[config.mk]
export PLATFORM = sky130hd
export DESIGN_NAME = detection_scheduler
export DESIGN_NICKNAME = d
export VERILOG_FILES = /design/src/rtl/detection_scheduler.sv
export SDC_FILE = /design/constraint.sdc
export NUM_CORES = 1
export LEC_CHECK = 0
export ABC_CLOCK_PERIOD_IN_PS = 5250
export BUFFER_PORTS_ARGS = -buffer_cell sky130_fd_sc_hd__buf_4
export CORE_ASPECT_RATIO = 2
export CORE_MARGIN = 1
export CORE_UTILIZATION = 55
export DETAILED_ROUTE_END_ITERATION = 7
export HOLD_SLACK_MARGIN = 0.03
export PLACE_DENSITY = 0.8
export SYNTH_ARGS = -nofsm -noshare
export SYNTH_HDL_FRONTEND = slang
export SYNTH_SLANG_ARGS = --single-unit
[constraint.sdc]
create_clock -name clk -period 5.25 [get_ports clk]
set_clock_uncertainty 0.1 [all_clocks]
set_input_delay 1.05 -clock clk [delete_from_list [all_inputs] [get_ports clk]]
set_output_delay 1.05 -clock clk [all_outputs]
set_load 0.1 [all_outputs]
[src/rtl/detection_scheduler.sv]
// YOLO detection-head decode sequencer: walks grid cells and anchors, fetches the
// five box words from a 1-cycle-latency RAM and streams boxes passing the objectness threshold.
module detection_scheduler #(
  parameter int GRID_W = 13,
  parameter int GRID_H = 13,
  parameter int B      = 2,
  parameter int C      = 20,
  parameter int DW     = 16,
  parameter int AW     = 16
) (
  input  logic          clk,
  input  logic          rst_n,
  input  logic          start,
  input  logic [AW-1:0] base_addr,
  input  logic [DW-1:0] obj_thresh,
  output logic          busy,
  output logic          done,
  output logic          rd_en,
  output logic [AW-1:0] rd_addr,
  input  logic [DW-1:0] rd_data,
  output logic          out_valid,
  input  logic          out_ready,
  output logic [DW-1:0] out_x,
  output logic [DW-1:0] out_y,
  output logic [DW-1:0] out_w,
  output logic [DW-1:0] out_h,
  output logic [DW-1:0] out_obj,
  output logic [7:0]    out_cx,
  output logic [7:0]    out_cy,
  output logic [7:0]    out_box,
  output logic [15:0]   cand_count
);

  localparam logic [AW-1:0] STRIDE = AW'(5 + C);

  typedef enum logic [2:0] {IDLE, FETCH, LAST, CHECK, EMIT, DONE} state_t;

  state_t        state;
  logic [2:0]    k;
  logic [AW-1:0] box_addr;
  logic [DW-1:0] thr;
  logic          pass;
  logic          last_box;
  logic          do_adv;
  logic [7:0]    nxt_cx, nxt_cy, nxt_b;

  assign pass = $signed(out_obj) >= $signed(thr);

  // Row-major cell order with b fastest matches the linear box index, so the
  // box base address simply steps by the box stride on every advance.
  always_comb begin
    last_box = (out_box == 8'(B - 1)) && (out_cx == 8'(GRID_W - 1)) &&
               (out_cy == 8'(GRID_H - 1));
    do_adv   = ((state == CHECK) && !pass) || ((state == EMIT) && out_ready);
    nxt_b    = out_box;
    nxt_cx   = out_cx;
    nxt_cy   = out_cy;
    if (out_box == 8'(B - 1)) begin
      nxt_b = '0;
      if (out_cx == 8'(GRID_W - 1)) begin
        nxt_cx = '0;
        nxt_cy = out_cy + 8'd1;
      end else begin
        nxt_cx = out_cx + 8'd1;
      end
    end else begin
      nxt_b = out_box + 8'd1;
    end
  end

  always_ff @(posedge clk or negedge rst_n) begin
    if (!rst_n) begin
      state      <= IDLE;
      k          <= '0;
      box_addr   <= '0;
      thr        <= '0;
      busy       <= 1'b0;
      done       <= 1'b0;
      rd_en      <= 1'b0;
      rd_addr    <= '0;
      out_valid  <= 1'b0;
      out_x      <= '0;
      out_y      <= '0;
      out_w      <= '0;
      out_h      <= '0;
      out_obj    <= '0;
      out_cx     <= '0;
      out_cy     <= '0;
      out_box    <= '0;
      cand_count <= '0;
    end else begin
      case (state)
        IDLE: begin
          if (start) begin
            thr        <= obj_thresh;
            box_addr   <= base_addr;
            rd_addr    <= base_addr;
            rd_en      <= 1'b1;
            k          <= '0;
            out_cx     <= '0;
            out_cy     <= '0;
            out_box    <= '0;
            cand_count <= '0;
            busy       <= 1'b1;
            state      <= FETCH;
          end
        end
        FETCH: begin
          // rd_data holds the word requested on the previous cycle (k-1)
          case (k)
            3'd1:    out_x <= rd_data;
            3'd2:    out_y <= rd_data;
            3'd3:    out_w <= rd_data;
            3'd4:    out_h <= rd_data;
            default: ;
          endcase
          if (k == 3'd4) begin
            rd_en <= 1'b0;
            state <= LAST;
          end else begin
            rd_addr <= rd_addr + AW'(1);
            k       <= k + 3'd1;
          end
        end
        LAST: begin
          out_obj <= rd_data;
          state   <= CHECK;
        end
        CHECK: begin
          if (pass) begin
            out_valid <= 1'b1;
            state     <= EMIT;
          end
        end
        EMIT: begin
          if (out_ready) begin
            out_valid <= 1'b0;
            if (cand_count != '1) cand_count <= cand_count + 16'd1;
          end
        end
        DONE: begin
          done  <= 1'b0;
          state <= IDLE;
        end
        default: state <= IDLE;
      endcase

      if (do_adv) begin
        if (last_box) begin
          busy  <= 1'b0;
          done  <= 1'b1;
          state <= DONE;
        end else begin
          out_box  <= nxt_b;
          out_cx   <= nxt_cx;
          out_cy   <= nxt_cy;
          box_addr <= box_addr + STRIDE;
          rd_addr  <= box_addr + STRIDE;
          rd_en    <= 1'b1;
          k        <= '0;
          state    <= FETCH;
        end
      end
    end
  end

endmodule

**Word level (Yosys, flattened, before mapping)**

Index checks and enable logic that the tools add are counted.

- Flip-flop bits (word level): 178
- Input bits: 52
- Output and inout bits: 140
- Logic and storage cells: 123

- Add/sub/neg operators: 7
- Magnitude comparators: 1
- Equality and inequality tests: 23
- Muxes and demuxes: 56
- Reduce and logical (&&, ||, !) cells: 18

Operator list:

| operator | count |
|---|---|
| $mux W16 | 11 |
| $mux W8 | 17 |
| $pmux W16 S2 | 2 |
| $add A16 B1 Y16 const B | 2 |
| $mux W3 | 9 |
| $add A8 B1 Y8 const B | 3 |
| $add A16 B5 Y16 const B | 1 |
| $eq A8 B4 Y1 const B | 2 |
| $ge A16 B16 Y1 | 1 |
| $ne A16 B16 Y1 const B | 1 |
| $pmux W3 S5 | 1 |
| $mux W1 | 13 |
| $eq A3 B2 Y1 const B | 4 |
| $reduce_and A2 Y1 | 6 |
| $eq A3 B3 Y1 const B | 3 |
| $ne A3 B3 Y1 const B | 3 |
| $eq A8 B1 Y1 const B | 1 |
| $ne A2 B2 Y1 const B | 4 |
| $reduce_and A4 Y1 | 2 |
| $eq A3 B1 Y1 const B | 2 |
| $ne A3 B2 Y1 const B | 2 |
| $pmux W3 S2 | 1 |
| $logic_and A1 B1 Y1 | 4 |
| $pmux W1 S2 | 2 |
| 7 further kinds | 8 |

**Logic depth before layout (Yosys ltp)**

- Word-level depth: 6
- Gate-level depth with buffers: 11
- Depth with buffers taken out: 9

**Worst setup path after synthesis**

Ideal clock, no wire load.

- Kind: reg2reg
- Start point: register out_obj[0]
- End point: register out_box[3]
- Setup time: 0.142 ns
- Arrival time: 2.896 ns
- Required time: 5.008 ns
- Path slack: 2.111 ns
- Stages on the path, launching flop included: 10
- Path buffers: 0
- Clock period less this slack: 3.139 ns
- Cell sequence: dfrtp_1 > inv_1 > ha_1 > nor2b_1 > o211ai_1 > a2111o_1 > nand4b_1 > mux2_2 > o21ai_1 > o221ai_1

- Word-level cells in the longest chain between the ends: 5

Ends and longest elaborated chain:

| item | line | text |
|---|---|---|
| start, declared | 27 | `output logic [DW-1:0] out_obj,` |
| start signal, assigned | 126 | `out_obj <= rd_data;` |
| $ge A16 B16 Y1 | 47 | `assign pass = $signed(out_obj) >= $signed(thr);` |
| $logic_not A1 Y1 | 54 | `do_adv = ((state == CHECK) && !pass) \|\| ((state == EMIT) && out_ready);` |
| $logic_and A1 B1 Y1 | 54 |  |
| $logic_or A1 B1 Y1 | 54 |  |
| $mux W8 | 148 | `if (do_adv) begin` |
| end signal, assigned | 154 | `out_box <= nxt_b;` |
| end, declared | 30 | `output logic [7:0] out_box,` |

Every way passes these cells.
A chain may end at the register's enable or synchronous reset.

**Final worst setup path**

- Start point: register out_obj[15]
- End point: register box_addr[11]

- Word-level cells in the longest chain between the ends: 5

Ends and longest elaborated chain:

| item | line | text |
|---|---|---|
| $ge A16 B16 Y1 | 47 |  |
| $logic_not A1 Y1 | 54 |  |
| $logic_and A1 B1 Y1 | 54 |  |
| $logic_or A1 B1 Y1 | 54 |  |
| $mux W16 | 148 |  |
| end signal, assigned | 96 | `box_addr <= base_addr;` |
| end signal, assigned | 157 | `box_addr <= box_addr + STRIDE;` |
| end, declared | 40 | `logic [AW-1:0] box_addr;` |

Every way passes these cells.

==> results.md <==
* Worst-path cell chain: ha_1 > nand4_1 > nor4_1 > or3_1 > and2_1 > mux2_2 > nor2_1 > o311a_1
* Setup crit start kind: flop
* Setup Fix Bufs, Post-CTS at 0
* Slew HR at 30.4%
* Worst Path Max Fanout at 45
* Met2 wire length at 13.7 mm
* Initial core utilization at 56.5%
* Critical path's largest stage delay at 0.79 ns
* Worst path arrival time at 3.82 ns
* Area Overhead vs Synth at 23.1%
* Clock Sinks at 178
* Routed len/inst at 20.1 um
* Most frequent cell after synthesis: dfrtp_1
* Final HPWL DP at 18.3 mm
* Number of synthesized flops with an enable pin at 0
* Fin. max-slew vios at 0
* Die Y at 185 um
* Seq cells post-synth at 178
* Die footprint at 17300 um2
* Footprint of the multi-input gates at 4390 um2
* Pin count of the biggest net entering global routing at 109
* RSZ-0062 raised after global routing: false
* Ys flop type: dfrtp_1
* Slowest CP cell: mux2_2
* Ratio of cells with drive above 1 in the final layout at 30.4%
* Period utilization at 68.4%
* Root buf cell: clkbuf_16
* Seq/Total Area, Yosys at 48.4%
* Nets at 1154
* Tmin final at 3.59 ns
* Number of DRC markers in iteration 0 at 434
* CTS tree: done
* Core area at 16300 um2
* Setup TNS at 0 ns
* Routed length on met1 at 9.37 mm
* GPL Wtd Cong at 0.901
* Post-route DRC at 0
* Antenna diodes at 0
* Via count at 7888
* Filler cell count at 1246
* Status: finished clean
* Count of cells resized by post-cts repair at 0
* Row Count at 66
* First-pass GRT wire length at 41.4 mm
* Ports at 192
* Final setup viols at 0
* Worst Tran Pin Value at 1.04 ns
* Drt pass-1 iters at 5
* Cell accounting for the most synthesized area: dfrtp_1
* Clk buf depth at 2
* H-tree lvl count at 4
* Detailed Route WL at 25.8 mm
* Max-cap violations at 0
* WP buf/inv at 0
* Post-synthesis instance area at 9200 um2
* CP top delay family: simple AND/OR/NAND/NOR gates
* Cells after Synth at 900
* Synth Net Count at 982
* Highest routed layer: met4
* Critical Setup Path Class: flop to flop
* Initial antenna violation count at 0
* Post-synth top cells: dfrtp_1, nand2_1, mux2_2
* Area contributors post-synth: dfrtp_1, mux2_2, ha_1
* GR Util All Layers at 31.5%
* Final hold violations at 0
* Vias in the first global route at 7970
* Crit end category: flop
* Post-synthesis async set-or-reset flop share at 100%
* Post-DRT Antenna Nets at 0
* Met3 WL at 1.51 mm
* Fmax at 279 MHz
* CTS buffer count at 17
* Routed vias/inst at 6.12
* Min-Delay Path Class: flop to flop
* Port bufs at 191
* Warnings, synthesis at 0
* Hold-fix buffers at CTS at 0
* WP data required at 5.48 ns
* Reg area at 4450 um2
* Clk Latency, worst-skew pair at 0.44 ns
* Syn Area/Cell at 10.2 um2
* Die width at 93.4 um
* Distinct cells, synth at 80
* Share of the synthesized area in the top cell type at 48.4%
* Grt total ovfl at 0
* Clock-pin slew on the worst setup and hold paths at 0.07 ns
-- state kept, by name, indices dropped and copies added (netlist names), 8 cells and up --
register and cells:
out_cy 8, out_h 16, thr 16, out_box 8, out_y 16, out_cx 8
box_addr 16, out_w 16, out_obj 16, cand_count 16, out_x 16, rd_addr 16
-- routing by layer --
layer | global-route usage [%] | vias up
met2 | 56.1 | 318
met4 | 17.7 | 0
met3 | 6.73 | 92
li1 | - | 3604
met5 | 0 | -
met1 | 34.2 | 3874
-- cell type report --
type | instances | area share (%)
inverter | 34 | 1.13
sequential | 178 | 39.3
timing repair buffer | 199 | 13.2
tap | 204 | 2.25
clock inverter | 11 | 1.24
clock buffer | 20 | 4.03
multi-input combinational | 642 | 38.8
-- kinds of logic after synthesis --
kind of cell,Yosys count,synth area share (%)
flops,178,48.4
fa+ha+maj,30,4.08
xor+xnor,26,2.48
compound gates,183,12.8
buf+inv,80,3.84
mux,86,10.6
simple gates,317,17.8
-- path summary, 6_finish.rpt --
kind,start,to,slack (ns),depth (start not counted)
setup / recovery,out_obj[15],box_addr[11],1.66,8
hold / removal,done,done,0.41,2
setup reg to reg,out_obj[15],box_addr[11],1.66,8
hold reg to reg,done,done,0.41,2
max in group asynchronous,rst_n,out_obj[1],3.25,2
min in group asynchronous,rst_n,out_x[2],0.61,1
-- placed cells by master, fill, tap and decap left out, types with 4 or more instances in the layout --
cell type / instances
or3_1: 8
a21o_1: 6
a32oi_1: 4
o211ai_1: 6
clkbuf_16: 17
and2_1: 5
xor2_1: 9
ha_1: 30
a31oi_1: 13
inv_1: 34
nor4_1: 10
mux2i_1: 4
nor2b_1: 5
a211o_1: 7
o221ai_1: 4
nor3b_1: 6
or2_2: 4
inv_6: 5
dfrtp_1: 178
nor2_1: 62
nand2b_1: 6
nor3_1: 29
and3_1: 11
buf_4: 198
nand2_1: 91
nand3_1: 30
o22ai_1: 8
o21ai_0: 56
nand4_1: 22
mux2_2: 81
a21oi_1: 38
xnor2_1: 17
a211oi_1: 7
-- worst reg2reg max path, stage by stage, from the launching register on --
cell,delay (ns)
dfrtp_1,0.40
ha_1,0.38
nand4_1,0.19
nor4_1,0.41
or3_1,0.17
and2_1,0.18
mux2_2,0.79
nor2_1,0.43
o311a_1,0.42
-- stage by stage --
step	util (%)	instances	hold slack, ns	setup WS [ns]	area (um2)
after detailed placement	65.9	1257	0.391	1.71	10700
after floorplan	-	900	0.350	2.11	9200
final	69.6	1288	0.405	1.66	11300
after CTS	69.6	1288	0.407	1.71	11300
after global routing	69.6	1288	0.427	1.37	11300
after global placement	65.9	1257	0.385	1.82	10700
Power is not shown: default switching activity piles up to over one toggle a cycle in this logic, so the estimate is an artifact.
